$ cat src/rtl/lcd_pkg.sv
// Shared constants, command codes and types for the LCD SPI receive path.
package lcd_pkg;

    localparam int unsigned LCD_W_DEF = 132;
    localparam int unsigned LCD_H_DEF = 162;
    localparam int unsigned BYTE_W    = 8;
    localparam int unsigned COORD_W   = 8;
    localparam int unsigned PIX_W     = 16;

    localparam logic [BYTE_W-1:0] CMD_SWRESET = 8'h01;
    localparam logic [BYTE_W-1:0] CMD_CASET   = 8'h2A;
    localparam logic [BYTE_W-1:0] CMD_RASET   = 8'h2B;
    localparam logic [BYTE_W-1:0] CMD_RAMWR   = 8'h2C;

    typedef enum logic [2:0] {
        ST_IDLE      = 3'd0,
        ST_ARG_CASET = 3'd1,
        ST_ARG_RASET = 3'd2,
        ST_RAMWR_HI  = 3'd3,
        ST_RAMWR_LO  = 3'd4,
        ST_IGNORE    = 3'd5
    } dec_state_e;

    typedef struct packed {
        logic [COORD_W-1:0] x;
        logic [COORD_W-1:0] y;
        logic [PIX_W-1:0]   rgb;
    } pix_t;

    typedef struct packed {
        logic [COORD_W-1:0] xs;
        logic [COORD_W-1:0] xe;
        logic [COORD_W-1:0] ys;
        logic [COORD_W-1:0] ye;
    } win_t;

    // A window end below its start collapses to a single column/row.
    function automatic logic [COORD_W-1:0] clamp_end(input logic [COORD_W-1:0] s,
                                                     input logic [COORD_W-1:0] e);
        return (e < s) ? s : e;
    endfunction

endpackage

$ cat src/rtl/lcd_spi_rx_decoder_if.sv
// LCD link pins plus decoded command/pixel stream.
interface lcd_spi_rx_decoder_if;
    import lcd_pkg::*;

    logic                lcd_rst_n_in;
    logic                lcd_cs_n_in;
    logic                lcd_clk_in;
    logic                lcd_data_in;
    logic                lcd_dc_in;

    logic                cmd_valid;
    logic [BYTE_W-1:0]   cmd_code;
    logic                pix_valid;
    logic [COORD_W-1:0]  pix_x;
    logic [COORD_W-1:0]  pix_y;
    logic [PIX_W-1:0]    pix_data;
    logic                frame_done;

    // Link driver / pixel sink side
    modport master (
        output lcd_rst_n_in, lcd_cs_n_in, lcd_clk_in, lcd_data_in, lcd_dc_in,
        input  cmd_valid, cmd_code, pix_valid, pix_x, pix_y, pix_data, frame_done
    );

    // Decoder side
    modport slave (
        input  lcd_rst_n_in, lcd_cs_n_in, lcd_clk_in, lcd_data_in, lcd_dc_in,
        output cmd_valid, cmd_code, pix_valid, pix_x, pix_y, pix_data, frame_done
    );

endinterface

$ cat src/rtl/lcd_spi_byte_rx.sv
// Oversampling SPI byte receiver: synchronizers, sclk rise detect, shift register.
module lcd_spi_byte_rx
    import lcd_pkg::*;
(
    input  logic              clk,
    input  logic              rst,
    input  logic              cs_n_i,
    input  logic              sclk_i,
    input  logic              data_i,
    input  logic              dc_i,
    input  logic              rst_n_i,
    output logic              byte_vld_o,
    output logic [BYTE_W-1:0] byte_o,
    output logic              dc_o,
    output logic              soft_rst_o
);

    logic [2:0] sclk_sync_q;
    logic [1:0] cs_sync_q;
    logic [1:0] data_sync_q;
    logic [1:0] dc_sync_q;
    logic [1:0] srst_sync_q;

    logic rise_q;
    logic cs_p_q;
    logic data_p_q;
    logic dc_p_q;

    logic [BYTE_W-2:0] shift_q;
    logic [2:0]        bit_cnt_q;
    logic              byte_vld_q;
    logic [BYTE_W-1:0] byte_q;
    logic              dc_q;

    // Two-stage synchronizers, then one stage aligning data/dc/cs with the detected rise.
    always_ff @(posedge clk) begin
        if (rst) begin
            sclk_sync_q <= 3'b000;
            cs_sync_q   <= 2'b11;
            data_sync_q <= 2'b00;
            dc_sync_q   <= 2'b00;
            srst_sync_q <= 2'b00;
            rise_q      <= 1'b0;
            cs_p_q      <= 1'b1;
            data_p_q    <= 1'b0;
            dc_p_q      <= 1'b0;
        end else begin
            sclk_sync_q <= {sclk_sync_q[1:0], sclk_i};
            cs_sync_q   <= {cs_sync_q[0], cs_n_i};
            data_sync_q <= {data_sync_q[0], data_i};
            dc_sync_q   <= {dc_sync_q[0], dc_i};
            srst_sync_q <= {srst_sync_q[0], ~rst_n_i};
            rise_q      <= sclk_sync_q[1] & ~sclk_sync_q[2];
            cs_p_q      <= cs_sync_q[1];
            data_p_q    <= data_sync_q[1];
            dc_p_q      <= dc_sync_q[1];
        end
    end

    // Byte assembly; cs_n high discards any partial byte.
    always_ff @(posedge clk) begin
        if (rst || srst_sync_q[1]) begin
            shift_q    <= '0;
            bit_cnt_q  <= 3'd0;
            byte_vld_q <= 1'b0;
            byte_q     <= '0;
            dc_q       <= 1'b0;
        end else begin
            byte_vld_q <= 1'b0;
            if (cs_p_q) begin
                bit_cnt_q <= 3'd0;
            end else if (rise_q) begin
                shift_q   <= {shift_q[BYTE_W-3:0], data_p_q};
                bit_cnt_q <= bit_cnt_q + 3'd1;
                if (bit_cnt_q == 3'd7) begin
                    byte_vld_q <= 1'b1;
                    byte_q     <= {shift_q, data_p_q};
                    dc_q       <= dc_p_q;
                end
            end
        end
    end

    assign byte_vld_o = byte_vld_q;
    assign byte_o     = byte_q;
    assign dc_o       = dc_q;
    assign soft_rst_o = srst_sync_q[1];

endmodule

$ cat src/rtl/lcd_spi_rx_decoder.sv
// ST7735-style command decoder: turns the LCD SPI byte stream into pixel writes.
module lcd_spi_rx_decoder
    import lcd_pkg::*;
#(
    parameter int unsigned LCD_W = LCD_W_DEF,
    parameter int unsigned LCD_H = LCD_H_DEF
) (
    input  logic                 clk,
    input  logic                 rst,
    lcd_spi_rx_decoder_if.slave  bus
);

    localparam logic [COORD_W-1:0] X_LIM = COORD_W'(LCD_W);
    localparam logic [COORD_W-1:0] Y_LIM = COORD_W'(LCD_H);
    localparam win_t WIN_DEF = '{xs: '0, xe: COORD_W'(LCD_W - 1), ys: '0, ye: COORD_W'(LCD_H - 1)};

    logic              byte_vld;
    logic [BYTE_W-1:0] rx_byte;
    logic              rx_dc;
    logic              soft_rst;
    logic              srst;

    lcd_spi_byte_rx u_byte_rx (
        .clk        (clk),
        .rst        (rst),
        .cs_n_i     (bus.lcd_cs_n_in),
        .sclk_i     (bus.lcd_clk_in),
        .data_i     (bus.lcd_data_in),
        .dc_i       (bus.lcd_dc_in),
        .rst_n_i    (bus.lcd_rst_n_in),
        .byte_vld_o (byte_vld),
        .byte_o     (rx_byte),
        .dc_o       (rx_dc),
        .soft_rst_o (soft_rst)
    );

    assign srst = rst | soft_rst;

    dec_state_e         state_q, state_d;
    logic [1:0]         arg_idx_q, arg_idx_d;
    logic [COORD_W-1:0] arg_lo_q, arg_lo_d;
    win_t               win_q, win_d;
    logic [COORD_W-1:0] x_q, x_d;
    logic [COORD_W-1:0] y_q, y_d;
    logic [BYTE_W-1:0]  hi_q, hi_d;
    logic               cmd_valid_q, cmd_valid_d;
    logic [BYTE_W-1:0]  cmd_code_q, cmd_code_d;
    logic               pix_valid_q, pix_valid_d;
    pix_t               pix_q, pix_d;
    logic               frame_done_q, frame_done_d;

    // State, window, address and output registers.
    always_ff @(posedge clk) begin
        if (srst) begin
            state_q      <= ST_IDLE;
            arg_idx_q    <= 2'd0;
            arg_lo_q     <= '0;
            win_q        <= WIN_DEF;
            x_q          <= '0;
            y_q          <= '0;
            hi_q         <= '0;
            cmd_valid_q  <= 1'b0;
            cmd_code_q   <= '0;
            pix_valid_q  <= 1'b0;
            pix_q        <= '0;
            frame_done_q <= 1'b0;
        end else begin
            state_q      <= state_d;
            arg_idx_q    <= arg_idx_d;
            arg_lo_q     <= arg_lo_d;
            win_q        <= win_d;
            x_q          <= x_d;
            y_q          <= y_d;
            hi_q         <= hi_d;
            cmd_valid_q  <= cmd_valid_d;
            cmd_code_q   <= cmd_code_d;
            pix_valid_q  <= pix_valid_d;
            pix_q        <= pix_d;
            frame_done_q <= frame_done_d;
        end
    end

    // Command FSM: every command byte aborts any partial argument or pixel.
    always_comb begin
        state_d      = state_q;
        arg_idx_d    = arg_idx_q;
        arg_lo_d     = arg_lo_q;
        win_d        = win_q;
        x_d          = x_q;
        y_d          = y_q;
        hi_d         = hi_q;
        cmd_valid_d  = 1'b0;
        cmd_code_d   = cmd_code_q;
        pix_valid_d  = 1'b0;
        pix_d        = pix_q;
        frame_done_d = 1'b0;

        if (byte_vld) begin
            if (!rx_dc) begin
                cmd_valid_d = 1'b1;
                cmd_code_d  = rx_byte;
                arg_idx_d   = 2'd0;
                case (rx_byte)
                    CMD_CASET:   state_d = ST_ARG_CASET;
                    CMD_RASET:   state_d = ST_ARG_RASET;
                    CMD_RAMWR: begin
                        x_d     = win_q.xs;
                        y_d     = win_q.ys;
                        state_d = ST_RAMWR_HI;
                    end
                    CMD_SWRESET: begin
                        win_d   = WIN_DEF;
                        state_d = ST_IDLE;
                    end
                    default:     state_d = ST_IGNORE;
                endcase
            end else begin
                case (state_q)
                    ST_ARG_CASET, ST_ARG_RASET: begin
                        arg_idx_d = arg_idx_q + 2'd1;
                        if (arg_idx_q == 2'd1) begin
                            arg_lo_d = rx_byte;
                        end
                        if (arg_idx_q == 2'd3) begin
                            if (state_q == ST_ARG_CASET) begin
                                win_d.xs = arg_lo_q;
                                win_d.xe = clamp_end(arg_lo_q, rx_byte);
                            end else begin
                                win_d.ys = arg_lo_q;
                                win_d.ye = clamp_end(arg_lo_q, rx_byte);
                            end
                            state_d = ST_IDLE;
                        end
                    end
                    ST_RAMWR_HI: begin
                        hi_d    = rx_byte;
                        state_d = ST_RAMWR_LO;
                    end
                    ST_RAMWR_LO: begin
                        state_d = ST_RAMWR_HI;
                        if ((x_q < X_LIM) && (y_q < Y_LIM)) begin
                            pix_valid_d = 1'b1;
                            pix_d       = '{x: x_q, y: y_q, rgb: {hi_q, rx_byte}};
                        end
                        frame_done_d = (x_q == win_q.xe) && (y_q == win_q.ye);
                        if (x_q == win_q.xe) begin
                            x_d = win_q.xs;
                            y_d = (y_q == win_q.ye) ? win_q.ys : y_q + COORD_W'(1);
                        end else begin
                            x_d = x_q + COORD_W'(1);
                        end
                    end
                    default: state_d = ST_IGNORE;
                endcase
            end
        end
    end

    assign bus.cmd_valid  = cmd_valid_q;
    assign bus.cmd_code   = cmd_code_q;
    assign bus.pix_valid  = pix_valid_q;
    assign bus.pix_x      = pix_q.x;
    assign bus.pix_y      = pix_q.y;
    assign bus.pix_data   = pix_q.rgb;
    assign bus.frame_done = frame_done_q;

endmodule

$ cat src/flat_wrapper.sv
// flat-port wrapper written by rule: the top's interface ports become plain ports
module lcd_spi_rx_decoder_flat import lcd_pkg::*;
#(
    parameter int unsigned LCD_W = LCD_W_DEF,
    parameter int unsigned LCD_H = LCD_H_DEF
)
  (clk, rst, bus_lcd_rst_n_in, bus_lcd_cs_n_in, bus_lcd_clk_in, bus_lcd_data_in, bus_lcd_dc_in, bus_cmd_valid, bus_cmd_code, bus_pix_valid, bus_pix_x, bus_pix_y, bus_pix_data, bus_frame_done);
  lcd_spi_rx_decoder_if bus_i ();
  input  logic clk;
  input  logic rst;
  input wire logic [$bits(bus_i.lcd_rst_n_in)-1:0] bus_lcd_rst_n_in;
  input wire logic [$bits(bus_i.lcd_cs_n_in)-1:0] bus_lcd_cs_n_in;
  input wire logic [$bits(bus_i.lcd_clk_in)-1:0] bus_lcd_clk_in;
  input wire logic [$bits(bus_i.lcd_data_in)-1:0] bus_lcd_data_in;
  input wire logic [$bits(bus_i.lcd_dc_in)-1:0] bus_lcd_dc_in;
  output wire logic [$bits(bus_i.cmd_valid)-1:0] bus_cmd_valid;
  output wire logic [$bits(bus_i.cmd_code)-1:0] bus_cmd_code;
  output wire logic [$bits(bus_i.pix_valid)-1:0] bus_pix_valid;
  output wire logic [$bits(bus_i.pix_x)-1:0] bus_pix_x;
  output wire logic [$bits(bus_i.pix_y)-1:0] bus_pix_y;
  output wire logic [$bits(bus_i.pix_data)-1:0] bus_pix_data;
  output wire logic [$bits(bus_i.frame_done)-1:0] bus_frame_done;
  assign bus_i.lcd_rst_n_in = bus_lcd_rst_n_in;
  assign bus_i.lcd_cs_n_in = bus_lcd_cs_n_in;
  assign bus_i.lcd_clk_in = bus_lcd_clk_in;
  assign bus_i.lcd_data_in = bus_lcd_data_in;
  assign bus_i.lcd_dc_in = bus_lcd_dc_in;
  assign bus_cmd_valid = bus_i.cmd_valid;
  assign bus_cmd_code = bus_i.cmd_code;
  assign bus_pix_valid = bus_i.pix_valid;
  assign bus_pix_x = bus_i.pix_x;
  assign bus_pix_y = bus_i.pix_y;
  assign bus_pix_data = bus_i.pix_data;
  assign bus_frame_done = bus_i.frame_done;
  lcd_spi_rx_decoder #(.LCD_W(LCD_W), .LCD_H(LCD_H)) u_core (.clk(clk), .rst(rst), .bus(bus_i));
endmodule
$ cat config.mk
export PLATFORM = sky130hd
export DESIGN_NAME = lcd_spi_rx_decoder_flat
export DESIGN_NICKNAME = d
export VERILOG_FILES = /design/src/rtl/lcd_pkg.sv /design/src/rtl/lcd_spi_rx_decoder_if.sv /design/src/rtl/lcd_spi_byte_rx.sv /design/src/rtl/lcd_spi_rx_decoder.sv /design/src/flat_wrapper.sv
export SDC_FILE = /design/constraint.sdc
export NUM_CORES = 1
export LEC_CHECK = 0
export ABC_AREA = 1
export CORE_ASPECT_RATIO = 0.7
export CORE_MARGIN = 1
export CORE_UTILIZATION = 60
export CTS_CLUSTER_DIAMETER = 100
export DETAILED_ROUTE_END_ITERATION = 8
export PLACE_DENSITY = 0.82
export SETUP_SLACK_MARGIN = 0.2
export SLEW_MARGIN = 20
export SYNTH_ARGS = -nofsm -noshare
export SYNTH_HDL_FRONTEND = slang
export SYNTH_HIERARCHICAL = 1
export SYNTH_SLANG_ARGS = --single-unit
$ cat constraint.sdc
create_clock -name clk -period 4.3 [get_ports clk]
set_input_delay 0.86 -clock clk [delete_from_list [all_inputs] [get_ports clk]]
set_output_delay 0.86 -clock clk [all_outputs]
set_load 0.02 [all_outputs]
# After elaboration in Yosys (flattened, before gate mapping)
# Cells that the tools add are included.
# word_totals
ff_bits	147
inputBits	7
out_inout_bits	43
# classes
addsub	4
n_lt_le_gt_ge	3
eq_ne	20
n_mux	25
bitwise_logic	9
reduce_logical	22
# op_table
operator	count
$mux W32	4
$mux W8	10
$mux W16	2
$eq A8 B6 Y1 const B	3
$add A8 B1 Y8 const B	2
$eq A8 B8 Y1	2
$lt A8 B8 Y1 const B	2
$pmux W3 S4	1
$reduce_and A4 Y1	3
$ne A2 B1 Y1 const B	5
$reduce_and A5 Y1	2
$pmux W3 S3	1
$reduce_and A3 Y1	3
$eq A8 B1 Y1 const B	1
$lt A8 B8 Y1	1
$reduce_and A2 Y1	4
$not A1 Y1	7
$eq A3 B2 Y1 const B	2
$eq A3 B3 Y1 const B	2
$mux W3	2
$reduce_or A2 Y1	3
$mux W2	2
$reduce_bool A2 Y1	2
$reduce_or A4 Y1	1
other kinds (13)	16

# Longest topological paths before layout
# Gate-level depths: netlist (run 1).
# logic_depth
word_depth	6
mapped_depth	13

# Hierarchy
# Netlist (run 1), hierarchy kept.
# by_module_without_submodules
mod	n_inst	cells_per_inst	area_each_um2
lcd_spi_rx_decoder	1	752	5325.1
lcd_spi_byte_rx	1	136	1139.8

# Least setup slack after synthesis (run 1)
# No wires, ideal clock.
# synth_timing
kind	in2reg
startpoint	in rst
endpoint	reg u_core/win_q[0] (netlist name)
setup_ns	0.115
arrival_ns	1.712
path_slack_ns	2.474
cell_stages	5
path_buffers	1
path_cell_list	nor2_1 -> clkinv_1 -> clkbuf_1 -> a21oi_1 -> nand2_1
# synth_between
elab_chain_len	1
# synth_rtl
item	line_no	source
start: declaration	flat_wrapper.sv:10	input logic rst;
$or A1 B1 Y1	lcd_spi_rx_decoder.sv:37	assign srst = rst | soft_rst;
end signal: assignment	lcd_spi_rx_decoder.sv:71	win_q <= win_d;
end: declaration	lcd_spi_rx_decoder.sv:42	win_t win_q, win_d;
# No other way between the ends.
# A chain may end at the register's enable or synchronous reset.

# Worst setup path in the final report (run 1)
# Ends and elaborated chain as after synthesis.

==> results.json, run 1 <==
{
  "status": "finished, final reports clean",
  "std_cell_rows": 31,
  "remaining_drc_errors": 0,
  "yosysWarningCount": 6,
  "place_ws_ns": 1.40,
  "crit_fanout": 52,
  "critPathLaunch": "rst",
  "min_to": "u_core/u_byte_rx/srst_sync_q[1]",
  "numClockSinks": 147,
  "die_x_um": 126,
  "grt_pass1_wl_mm": 27.9,
  "initial_core_util_pct": 62.2,
  "arrival_ns": 2.80,
  "portBuffers": 49,
  "die_area_um2": 11200,
  "syn_area_per_cell_um2": 7.28,
  "numCtsBuffers": 17,
  "synthArstFlopShare_pct": 0,
  "setup_viol": 0,
  "hold_depth": 2,
  "clockRootBuffer": "clkbuf_16",
  "cp-end-kind": "flop",
  "finalMaxSlewViolations": 0,
  "path_clk_slew_ns": 0.07,
  "cp_common_cell": "buf_4",
  "rsz0062_at_grt": "no",
  "hold_buffers": 0,
  "period_minus_slack_ns": 2.49,
  "start_kind": "input port",
  "critPathRequiredTime_ns": 4.61,
  "hold_path_class": "reg2reg",
  "drt_pass1_iterations": 5,
  "fin_nets": 932,
  "synthesis.nets": 908,
  "drive_above_1_share_pct": 7.24,
  "regToRegEndpoint": "u_core/win_q[9]",
  "r2r_setup_slack_ns": 1.84,
  "io_pins": 50,
  "vias": 6148,
  "area_delta_synth_final_pct": 16.6,
  "hold_viol_final": 0,
  "netlist_area_um2": 6460,
  "yosysUniqueCellTypes": 35,
  "drt_wl_total_mm": 17.2,
  "cts_repair_resize_count": 0,
  "drt-wirelength-per-cell_um": 16.2,
  "tns_ns": 0,
  "vias_per_cell": 5.82,
  "core_area_um2": 10400,
  "finalPower_uw": 2940,
  "synth_ff_type": "dfxtp_1",
  "synth_edf_count": 0,
  "crit_chain": "clkdlybuf4s50_1 -> nor2_2 -> buf_4 -> clkinv_1 -> buf_4 -> a21oi_1 -> nand2_1",
  "antenna_found_initial": 0,
  "drtIter0Drc": 660,
  "maxCapViolCount": 0,
  "overflow": 0,
  "finClkSkew_ns": 0.0118,
  "vdd_drop_max_v": 0.000322,
  "place.gp.congestion": 0.885,
  "dpl-instance-area_um2": 6930,
  "r2r_start": "u_core/u_byte_rx/byte_o[0]",
  "clock.fmax_mhz": 401,
  "post-dp-hpwl_mm": 11.3,
  "cellPowerDensity_nw_per_um2": 391,
  "tightest_slew_ns": 0.711,
  "cts_tree": "yes",
  "postCtsSetupRepairBufs": 0,
  "ys_seq_area_share_pct": 45.5,
  "synth-seq-cells": 147,
  "grt_pass1_vias": 5624,
  "grt_max_degree": 53,
  "fin_ws_ns": 1.81,
  "synthTopCellsByArea": "dfxtp_1 46%, nand2_1 11%, a21oi_1 8.0%",
  "cpMaxStageDelayCell": "clkdlybuf4s50_1",
  "fin_crit_sh_pct": 58.0,
  "detail-route-antenna-nets": 0,
  "syn_inst": 888,
  "p_leak_uw": 0.00301,
  "slew-limit-headroom_pct": 52.5,
  "ctsLongestPathBuffers": 2,
  "path_class": "in2reg",
  "n_antenna_cell": 0,
  "synth_commonest_cells": "197 x nand2_1, 147 x dfxtp_1, 103 x a21oi_1",
  "h-tree-depth": 4,
  "r2r_cells": 8,
  "fillers": 805,
  "grt_usage_pct": 32.1,
  "die_y_um": 88.8,
  "stdcell_area_um2": 7540,
  "synth_most_common_cell": "nand2_1",
  "netlist.area_leader.share_pct": 45.5,
  "cp_slowest_stage_delay_ns": 0.68,
  "holdCritStartpoint": "u_core/u_byte_rx/srst_sync_q[0]",
  "synth_top_area_cell": "dfxtp_1",
  "worstSkewPairLatency_ns": 0.43
}
-- cells by family (layout without fill, tap and decap cells) --
group	count (synthesis)	count (layout)	share of synthesized area [%]
AOI/OAI and AO/OA	181	181	14.5
xor gates and xnor gates	20	20	2.71
adders and majority gates	13	13	2.52
buffers and inverters	144	181	9.15
and+or+nand+nor	383	383	25.6
DFF	147	147	45.5
-- final cells by class --
cell class	count	area (um^2)	share of cell area (%)
repair buffers	56	543	7.20
clock buffers	18	439	5.82
inverters	93	349	4.63
multi-input cells	597	2930	38.9
flip-flops and latches	147	2940	39.0
clock inverters	14	168	2.22
well taps	132	165	2.19
-- worst max-delay path by stage --
stage / slack, ns / end / cells after the start
6_report: 1.81 / u_core/win_q[0] / 7
5_1_grt: 1.64 / u_core/win_q[7] / 7
4_1_cts: 1.82 / u_core/bus.frame_done / 6
3_5_place_dp: 1.40 / u_core/bus.frame_done / 6
3_3_place_gp: 1.47 / u_core/bus.frame_done / 6
2_1_floorplan: 2.47 / u_core/win_q[0] / 5
-- cells in the final DEF (no fill, tap or decap), types with 4 or more instances in the layout --
cell type / instances
nand3_1: 53
a21oi_1: 103
clkbuf_16: 17
nand2_1: 197
nor3_1: 6
buf_4: 7
nand2_2: 5
xor2_1: 5
nor2_1: 76
inv_2: 13
nand4_1: 36
clkdlybuf4s50_1: 49
xnor2_1: 15
dfxtp_1: 147
ha_1: 13
inv_6: 4
o21ai_0: 40
o21ai_1: 27
inv_1: 79
-- state kept, by name, indices dropped and copies added (netlist names), 2 cells and up --
signal                        cells
u_core/win_q                     32
u_core/bus.pix_data              16
u_core/arg_lo_q                   8
u_core/bus.cmd_code               8
u_core/bus.pix_x                  8
u_core/bus.pix_y                  8
u_core/hi_q                       8
u_core/u_byte_rx/byte_o           8
u_core/x_q                        8
u_core/y_q                        8
u_core/u_byte_rx/shift_q          7
u_core/state_q                    3
u_core/u_byte_rx/bit_cnt_q        3
u_core/u_byte_rx/sclk_sync_q      3
u_core/arg_idx_q                  2
u_core/u_byte_rx/cs_sync_q        2
u_core/u_byte_rx/data_sync_q      2
u_core/u_byte_rx/dc_sync_q        2
u_core/u_byte_rx/srst_sync_q      2
-- metrics by stage --
stage	std cells	util, %	hold WS (ns)
after floorplan	888	-	0.373
after global placement	1025	66.7	0.376
after detailed placement	1025	66.7	0.392
after CTS	1057	72.5	0.402
after global routing	1057	72.5	0.416
final	1057	72.5	0.402
-- power by group --
| part | internal [uW] | leakage (uW) | total [uW] | switching (uW) |
|---|---|---|---|---|
| Combinational | 14.5 | 0.00153 | 49.1 | 34.6 |
| Clock | 891 | 0.000298 | 1530 | 636 |
| Sequential | 1370 | 0.00119 | 1370 | 2.25 |
| Total | 2270 | 0.00301 | 2940 | 672 |
-- per-layer routing --
| metal | track usage (%) | vias up | wire [um] |
|---|---|---|---|
| met5 | 0 | - | 0 |
| met4 | 12.8 | 0 | 252 |
| met3 | 8.46 | 29 | 1720 |
| met2 | 48.7 | 324 | 7440 |
| met1 | 44.0 | 2855 | 7750 |
| li1 | - | 2940 | - |
-- worst max-delay path, delay by kind of cell --
family                 cells  cell delay (ns)
AO/OA/AOI/OAI              1             0.19
buffers and inverters      4             1.39
AND/OR/NAND/NOR            2             0.29
Power figures use the tool's default switching activity.
==> inputs of run 2 (changes only) <==
--- a/config.mk
+++ b/config.mk
@@ -8,10 +8,10 @@
 export ABC_AREA = 1
 export CORE_ASPECT_RATIO = 0.7
 export CORE_MARGIN = 1
-export CORE_UTILIZATION = 60
+export CORE_UTILIZATION = 52
 export CTS_CLUSTER_DIAMETER = 100
 export DETAILED_ROUTE_END_ITERATION = 8
-export PLACE_DENSITY = 0.82
+export PLACE_DENSITY = 0.75
 export SETUP_SLACK_MARGIN = 0.2
 export SLEW_MARGIN = 20
 export SYNTH_ARGS = -nofsm -noshare
==> constraint.sdc (replaced) <==
create_clock -name clk -period 2.25 [get_ports clk]
set_input_delay 0.45 -clock clk [delete_from_list [all_inputs] [get_ports clk]]
set_output_delay 0.45 -clock clk [all_outputs]
set_load 0.02 [all_outputs]
==> results.json, run 2 (synthesis gave the netlist of run 1 again) <==
{
  "status": "finished, final reports clean",
  "detail-route-antenna-nets": 0,
  "finalMaxSlewViolations": 0,
  "drt_pass1_iterations": 7,
  "clockRootBuffer": "clkbuf_16",
  "critPathRequiredTime_ns": 2.56,
  "grt_usage_pct": 26.9,
  "numCtsBuffers": 17,
  "vias_per_cell": 5.48,
  "vias": 6000,
  "start_kind": "flop",
  "power.internal_uw": 4360,
  "power_frac_comb_pct": 1.7,
  "holdCritStartpoint": "u_core/u_byte_rx/sclk_sync_q[2]",
  "n_antenna_cell": 0,
  "mostFrequentLayoutCells": "197 x nand2_1, 146 x dfxtp_1, 103 x a21oi_1",
  "cp-end-kind": "flop",
  "die_x_um": 135,
  "p_leak_uw": 0.00310,
  "std_cell_rows": 33,
  "tns_ns": 0,
  "final_common_cell": "nand2_1",
  "slew-limit-headroom_pct": 67.2,
  "crit_fanout": 9,
  "die_area_um2": 12900,
  "grt_pass1_wl_mm": 26.6,
  "r2r_start": "u_core/u_byte_rx/byte_o[6]",
  "fin_crit_sh_pct": 86.2,
  "fin_nets": 945,
  "regMostFlops": "u_core/win_q",
  "maxCapViolCount": 0,
  "initial_core_util_pct": 54.4,
  "clock.fmax_mhz": 516,
  "cellPowerDensity_nw_per_um2": 741,
  "overflow": 0,
  "hold_path_class": "reg2reg",
  "die_y_um": 95.3,
  "path_class": "reg2reg",
  "area_delta_synth_final_pct": 19.5,
  "antenna_found_initial": 0,
  "tightest_slew_ns": 0.491,
  "io_pins": 50,
  "place_ws_ns": 0.375,
  "clock_power_share_pct": 52.6,
  "finClkSkew_ns": 0.0107,
  "h-tree-depth": 4,
  "portBuffers": 49,
  "cts_tree": "yes",
  "arrival_ns": 2.25,
  "fillers": 996,
  "grt_pass1_vias": 5224,
  "path_clk_slew_ns": 0.07,
  "power.switching_uw": 1370,
  "core_area_um2": 11900,
  "vdd_drop_max_v": 0.000609,
  "drt_wl_total_mm": 16.4,
  "drt-wirelength-per-cell_um": 15.0,
  "post-dp-hpwl_mm": 10.9,
  "switching_share_pct": 23.9,
  "rsz0062_at_grt": "no",
  "setup_viol": 0,
  "numClockSinks": 147,
  "grt_max_degree": 61,
  "hold_buffers": 0,
  "period_minus_slack_ns": 1.94,
  "drtIter0Drc": 769,
  "postCtsSetupRepairBufs": 0,
  "r2r_setup_slack_ns": 0.31,
  "p_seq_share_pct": 45.7,
  "place.gp.congestion": 0.892,
  "critPathLaunch": "u_core/u_byte_rx/byte_o[6]",
  "largest_register_ffs": 32,
  "remaining_drc_errors": 0,
  "drive_above_1_share_pct": 8.64,
  "worstSkewPairLatency_ns": 0.42,
  "hold_viol_final": 0,
  "ctsLongestPathBuffers": 2,
  "fin_ws_ns": 0.310
}
run 2: path summary, 6_finish.rpt:
path	to	cells after the start
min reg2reg	u_core/u_byte_rx/rise_q	1
max	u_core/win_q[7]	9
min	u_core/u_byte_rx/rise_q	1
max reg2reg	u_core/win_q[7]	9
run 2: power by group through the flow:
stage / clock network, uW / logic (uW) / registers, uW
4_1_cts: 3030 / 98.9 / 2620
3_3_place_gp: 0 / 98.0 / 2680
2_1_floorplan: 0 / 61.5 / 2670
5_1_grt: 3150 / 110 / 2620
6_report: 3010 / 99.5 / 2620
3_5_place_dp: 0 / 98.9 / 2680
run 2: metrics by stage:
stage                     cell area [um^2]  power, uW  util (%)  hold WS, ns  cells
after floorplan                       6460       2740         -        0.373    888
after global placement                7090       2770      59.6        0.376   1063
after detailed placement              7090       2770      59.6        0.382   1063
after CTS                             7720       5750      65.0        0.393   1095
after global routing                  7720       5880      65.0        0.413   1095
final                                 7720       5730      65.0        0.389   1095
run 2: final cells by class:
cell class | instances | area [um^2] | area share [%]
clock buffers | 17 | 425 | 5.51
clock inverters | 15 | 206 | 2.67
inverters | 93 | 349 | 4.52
multi-input cells | 597 | 2940 | 38.0
flip-flops and latches | 147 | 2940 | 38.1
well taps | 157 | 196 | 2.54
repair buffers | 69 | 666 | 8.62
run 2: timing repair:
item | CTS | global route
endpoints found under the setup margin | 0 | 1
endpoints found under the hold margin | 0 | 0
resized for setup | 0 | 1
run 2: critical path, cell delays in order, from the launching register on:
cell	delay, ns
dfxtp_1	0.39
inv_2	0.15
nand2_1	0.08
nor3_1	0.14
nand2_1	0.13
nand2_1	0.11
nand4_2	0.27
buf_4	0.28
a21oi_1	0.19
nand2_1	0.09
run 2: metal layers:
layer / vias to the layer above / wire [um] / share of wire [%] / global-route usage (%)
met4: 0 / 246 / 1.5 / 9.08
met1: 2735 / 8200 / 50 / 40.6
met5: - / 0 / 0 / 0
met2: 259 / 6500 / 40 / 37.1
met3: 29 / 1460 / 8.9 / 5.85
li1: 2977 / - / - / -
